$ cat src/rtl/div_issue.sv
// div_issue: EX-stage controller for the iterative divider.
// It captures the DIV/DIVU operands, holds the divider start line high and
// stalls the pipeline until the divider reports ready. The result is then
// presented as HI/LO write data. Flush annuls the divide, and a watchdog
// aborts a divide whose ready never arrives.
module div_issue #(
   parameter int TIMEOUT = 40
) (
   input  logic        clk,
   input  logic        rst,
   input  logic        div_req_i,
   input  logic        div_signed_i,
   input  logic [31:0] reg1_i,
   input  logic [31:0] reg2_i,
   input  logic        flush_i,
   input  logic        stall_i,
   input  logic [63:0] div_result_i,
   input  logic        div_ready_i,
   output logic        div_start_o,
   output logic        div_annul_o,
   output logic        div_signed_o,
   output logic [31:0] div_opdata1_o,
   output logic [31:0] div_opdata2_o,
   output logic        stallreq_o,
   output logic        whilo_o,
   output logic [31:0] hi_o,
   output logic [31:0] lo_o,
   output logic        err_o
);

   localparam int CW = $clog2(TIMEOUT + 1);
   localparam logic [CW-1:0] TIMEOUT_C = CW'(TIMEOUT);

   typedef enum logic [1:0] {IDLE, BUSY, DONE} state_t;

   state_t        state_reg, state_next;
   logic [CW-1:0] cnt_reg;
   logic [CW-1:0] cnt_inc;
   logic          timeout;

   logic          start_reg;
   logic          signed_reg;
   logic [31:0]   op1_reg, op2_reg;
   logic [31:0]   hi_reg, lo_reg;
   logic          err_reg;

   // Per-cycle control decoded from the FSM, consumed by the datapath block.
   logic          accept;
   logic          res_load;
   logic          to_load;
   logic          clr_start;

   // The counter reaches TIMEOUT in the TIMEOUT-th BUSY cycle, where the
   // counter is 0 in the first BUSY cycle.
   assign cnt_inc = cnt_reg + 1'b1;
   assign timeout = (cnt_inc == TIMEOUT_C);

   // State register.
   always_ff @(posedge clk or negedge rst) begin
      if (!rst) state_reg <= IDLE;
      else      state_reg <= state_next;
   end

   // Next-state and combinational outputs. Flush wins over ready, and ready
   // wins over the watchdog.
   always_comb begin
      state_next  = state_reg;
      accept      = 1'b0;
      res_load    = 1'b0;
      to_load     = 1'b0;
      clr_start   = 1'b0;
      div_annul_o = 1'b0;
      stallreq_o  = 1'b0;
      whilo_o     = 1'b0;
      case (state_reg)
         IDLE: begin
            if (div_req_i && !flush_i) begin
               accept     = 1'b1;
               stallreq_o = 1'b1;
               state_next = BUSY;
            end
         end
         BUSY: begin
            stallreq_o = 1'b1;
            if (flush_i) begin
               div_annul_o = 1'b1;
               clr_start   = 1'b1;
               state_next  = IDLE;
            end else if (div_ready_i) begin
               res_load   = 1'b1;
               clr_start  = 1'b1;
               state_next = DONE;
            end else if (timeout) begin
               div_annul_o = 1'b1;
               to_load     = 1'b1;
               clr_start   = 1'b1;
               state_next  = DONE;
            end
         end
         DONE: begin
            whilo_o = !flush_i;
            if (flush_i || !stall_i) state_next = IDLE;
         end
         default: state_next = IDLE;
      endcase
   end

   // Operand capture, start line, watchdog counter, result and error flag.
   always_ff @(posedge clk or negedge rst) begin
      if (!rst) begin
         start_reg  <= 1'b0;
         signed_reg <= 1'b0;
         op1_reg    <= '0;
         op2_reg    <= '0;
         cnt_reg    <= '0;
         hi_reg     <= '0;
         lo_reg     <= '0;
         err_reg    <= 1'b0;
      end else begin
         if (accept) begin
            start_reg  <= 1'b1;
            signed_reg <= div_signed_i;
            op1_reg    <= reg1_i;
            op2_reg    <= reg2_i;
            cnt_reg    <= '0;
         end
         if (state_reg == BUSY) cnt_reg <= cnt_inc;
         if (clr_start) start_reg <= 1'b0;
         if (res_load) begin
            hi_reg <= div_result_i[63:32];
            lo_reg <= div_result_i[31:0];
         end
         if (to_load) begin
            hi_reg  <= '0;
            lo_reg  <= '0;
            err_reg <= 1'b1;
         end
      end
   end

   assign div_start_o   = start_reg;
   assign div_signed_o  = signed_reg;
   assign div_opdata1_o = op1_reg;
   assign div_opdata2_o = op2_reg;
   assign hi_o          = hi_reg;
   assign lo_o          = lo_reg;
   assign err_o         = err_reg;

endmodule

$ cat config.mk
export PLATFORM = sky130hd
export DESIGN_NAME = div_issue
export DESIGN_NICKNAME = d
export VERILOG_FILES = /design/src/rtl/div_issue.sv
export SDC_FILE = /design/constraint.sdc
export NUM_CORES = 1
export LEC_CHECK = 0
export CAP_MARGIN = 20
export CORE_MARGIN = 3
export CORE_UTILIZATION = 32
export DETAILED_ROUTE_END_ITERATION = 8
export PLACE_DENSITY = 0.77
export SKIP_LAST_GASP = 1
export SLEW_MARGIN = 20
export SYNTH_ARGS = -nofsm -noshare
export SYNTH_HDL_FRONTEND = slang
export SYNTH_SLANG_ARGS = --single-unit
$ cat constraint.sdc
create_clock -name clk -period 3.1 [get_ports clk]
set_clock_uncertainty 0.05 [all_clocks]
set_input_delay 0.465 -clock clk [delete_from_list [all_inputs] [get_ports clk]]
set_output_delay 0.465 -clock clk [all_outputs]
set_load 0.02 [all_outputs]
Word level (Yosys, flattened, before mapping)
Index checks and enable logic that the tools add are counted.
Storage, ports and cells
  register bits: 139
  bits of input ports: 135
  output and inout port bits: 134
  word-level logic and storage cells: 55
Cells by class
  mux-type cells: 30
  reduce and logical (&&, ||, !) cells: 9
  $add $sub $neg: 1
  eq/ne operators: 6
Operator list (number)
  $mux 32: 4
  $mux 1: 17
  $mux 6: 2
  $mux 2: 5
  $add 6x1->6 const B: 1
  $eq 6x6->1 const B: 1
  $pmux 2 s3: 1
  $reduce_bool 2->1: 3
  $ne 2x2->1 const B: 2
  $ne 4x4->1 const B: 1
  $reduce_and 3->1: 1
  $eq 2x1->1 const B: 1
  $eq 2x2->1 const B: 1
  $logic_not 1->1: 2
  $logic_not 2->1: 1
  $pmux 1 s2: 1
  $logic_and 1x1->1: 1
  $logic_or 1x1->1: 1

Longest topological paths before layout
Gate-level depths: netlist of run 1.
  depth after elaboration: 7
  depth in mapped cells: 7

Least setup slack after synthesis of run 1
OpenSTA, ideal clock, no wires.
  path type: input -> output
  start point: input flush_i
  end point: output stallreq_o
  stages: 4
  data required time: 2.585 ns
  arrival: 1.391 ns
  path buffers: 1
  path slack: 1.194 ns
  path through: buf_2 > nor4b_1 > nor2_1 > inv_1
Between the ends
  word-level cells in the longest chain between the ends: 4
RTL lines
  start, declared: line 15  | input logic flush_i,
  $logic_not 1->1: line 77  | if (div_req_i && !flush_i) begin
  $logic_and 1x1->1: line 77
  $mux 1: line 77
  $pmux 1 s2: line 75  | case (state_reg)
  end, declared: line 24  | output logic stallreq_o,
Every way passes these cells.

Worst setup path after layout of run 1
  start point: register cnt_reg[3]
  end point: output div_annul_o
Between the ends
  word-level cells in the longest chain between the ends: 6
RTL lines
  start, declared: line 37  | logic [CW-1:0] cnt_reg;
  start signal, assigned: line 127  | if (state_reg == BUSY) cnt_reg <= cnt_inc;
  $add 6x1->6: line 55  | assign cnt_inc = cnt_reg + 1'b1;
  $eq 6x6->1: line 56  | assign timeout = (cnt_inc == TIMEOUT_C);
  $mux 1: line 93  | end else if (timeout) begin
  $mux 1: line 89  | end else if (div_ready_i) begin
  $mux 1: line 85  | if (flush_i) begin
  $mux 1: line 75
  end, declared: line 20  | output logic div_annul_o,
Every way passes these cells.

==> summary.txt, run 1 <==
Status: completed
Clk slew on worst S/H paths: 0.06 ns
Kind of critical path: flop to output pin
Final instance area: 0.00902 mm²
Post-synth top area share: 0.634
Post-Synthesis Cell Area: 0.00549 mm²
Max Clk Rate: 0.358 GHz
Crit path time final: 2.79 ns
Clock sinks: 139
Most frequent cell after synthesis: nand2_1
Max incr delay on CP: 0.59 ns
Synth Register Bits: 139
Final WL: 16400 µm
Internal power: 4480 µW
Yosys top cell by area: dfrtp_1
Via density: 4.52
Detailed placement HPWL: 11300 µm
Sw Ratio: 0.320
Filler cells: 1517
Leak pwr: 0.00410 µW
Largest net degree at the start of global routing: 67
# nets final: 1010
Crit-path cells: or2_1 > mux2_2 > nor3_1 > o21a_1 > clkdlybuf4s50_1
Clock power share: 0.316
Slew Limit Fails: 0
First-pass GRT wire length: 25400 µm
DR DRC count: 0
RSZ-0062 raised after global routing: false
# rows: 47
Initial Util: 0.329
Setup Fix Bufs, Post-CTS: 0
Diodes inserted: 0
Placed cell areas: 0.00841 mm²
Die outline area: 0.0188 mm²
Synth Net Count: 750
Worst-skew pair later-pin latency: 0.41 ns
Gate power share: 0.311
Yosys warns: 0
I/O Buffers: 268
Slew @ Worst Pin: 0.691 ns
IO Count: 269
Hold Path Class: flop to flop
Seq/Total Area, Yosys: 0.634
Root Buffer Master: clkbuf_16
Vias: 5004
Relative slew slack: 0.539
Number of library cell types mapped by synthesis: 31
Synth cell count leaders: nand2_1, dfrtp_1, o21ai_0, clkbuf_1, buf_2
Core area: 0.0167 mm²
Final TNS setup: 0 ns
DR iter-0 viols: 176
Async SR Flop Fraction: 1.00
H-tree Lvls: 4
Final setup fails: 0
Hold Violations, Final: 0
Max Fanout on Critical Path: 5
Maximum vdd drop: 0.393 mV
Net switching power: 2110 µW
CTS Buf Count: 17
First drt pass iteration count: 4
Final GP Congestion: 0.752
Die Y: 137 µm
Commonest register cell after synthesis: dfrtp_1
Slowest-stage cell, CP: clkdlybuf4s50_1
Initial antenna violation count: 0
Worst EP arrival: 2.28 ns
Total gr overflow: 0
Post-route ant nets: 0
Period utilisation layout: 0.901
Post-Syn Instances: 614
Share of cells above drive strength 1: 0.0519
Worst path required time: 2.58 ns
Layout area overhead: 64.4%
Ranking of synthesized cells by area: dfrtp_1, nand2_1, o21ai_0
Reg power frac: 0.373
Critical path launch point type: flop
Vias in the first global route: 4870
Syn Area/Cell: 8.94 µm²
Total GRT Usage: 0.173
Max cap viols: 0
Die W: 137 µm
Pwr/cell area: 730 mW/mm²
Post-synth EDFFs: 0
TritonCTS clock tree: yes
Critical Path End Type: output pin
DR WL/cell: 14.8 µm
Clock Path Buffers: 2
layer usage:
layer	routed length [µm]	global-route usage	up-vias
met4	195	0.0499	0
li1	-	-	2452
met2	7230	0.261	218
met5	0	0	-
met3	2220	0.100	13
met1	6750	0.210	2321
worst max-delay path, delay by kind of cell, from the launching register on:
kind            cells  cell delay (ns)
compound gates      1             0.13
flops               1             0.42
mux                 1             0.31
simple gates        2             0.42
buf+inv             1             0.59
repair_timing:
action / in CTS / in global routing
hold buffers: 1 / 0
resized for setup: 0 / 0
hold endpoints to repair: 35 / 0
final timing paths:
| path | start | endpoint | slack, ns | depth (start not counted) |
|---|---|---|---|---|
| min reg2reg | err_o | err_o | 0.42 | 1 |
| max in group asynchronous | rst | lo_o[25] | 1.69 | 3 |
| min in group asynchronous | rst | div_opdata2_o[22] | 0.54 | 2 |
| max | cnt_reg[3] | div_annul_o | 0.31 | 5 |
| min | err_o | err_o | 0.42 | 1 |
| max reg2reg | cnt_reg[3] | hi_o[14] | 0.94 | 5 |
power by group through the flow:
stage	sequential (µW)	combinational, µW	clock [µW]
2_1_floorplan	2980	381	0
3_3_place_gp	2480	2040	0
3_5_place_dp	2490	2070	0
4_1_cts	2460	2080	2140
5_1_grt	2510	2220	2220
6_report	2460	2050	2080
logic make-up (layout without fill, tap and decap cells):
kind of cell / count (synthesis) / after routing / share of synthesized area
buffers and inverters: 37 / 310 / 0.0301
AOI/OAI and AO/OA: 80 / 80 / 0.0757
muxes: 1 / 1 / 0.00205
xor gates and xnor gates: 1 / 1 / 0.00160
DFF: 139 / 139 / 0.634
adders and majority gates: 1 / 1 / 0.00228
and+or+nand+nor: 355 / 355 / 0.254
cell usage in the layout (no fill, tap or decap), types with 2 or more instances in the layout:
| cell type | n |
|---|---|
| nand2_1 | 331 |
| clkdlybuf4s50_1 | 267 |
| dfrtp_1 | 139 |
| o21ai_0 | 62 |
| clkbuf_16 | 17 |
| o21ai_1 | 10 |
| nor2_1 | 5 |
| inv_6 | 5 |
| nand3_1 | 4 |
| buf_4 | 4 |
| buf_12 | 4 |
| nand3b_1 | 3 |
| clkinv_4 | 3 |
| nor3_1 | 2 |
| o21a_1 | 2 |
| nand2b_1 | 2 |
| a21oi_1 | 2 |
| clkbuf_8 | 2 |
| bufinv_16 | 2 |
stage by stage:
stage	util	std cells	worst slack [ns]	power, µW	hold slack (ns)
3_3_place_gp	0.503	1074	0.510	4520	0.398
4_1_cts	0.540	1107	0.267	6680	0.420
3_5_place_dp	0.503	1074	0.522	4550	0.409
6_report	0.540	1107	0.306	6590	0.415
2_1_floorplan	-	614	1.19	3360	0.119
5_1_grt	0.540	1107	0.190	6950	0.429
area by class of cell:
| type | instances | area (µm²) | area share |
|---|---|---|---|
| Inverter | 1 | 3.75 | 0.000416 |
| Tap cell | 220 | 275 | 0.0305 |
| Timing Repair Buffer | 277 | 2800 | 0.311 |
| Clock inverter | 13 | 154 | 0.0171 |
| Sequential cell | 139 | 3480 | 0.385 |
| Clock buffer | 19 | 453 | 0.0502 |
| Multi-Input combinational cell | 438 | 1860 | 0.206 |
Power figures use the tool's default switching activity.
==> run 2: changes to the inputs <==
- SKIP_LAST_GASP: 1 -> not set
==> results of run 2 <==
Final layout, timing and power as in run 1 (identical DEF).
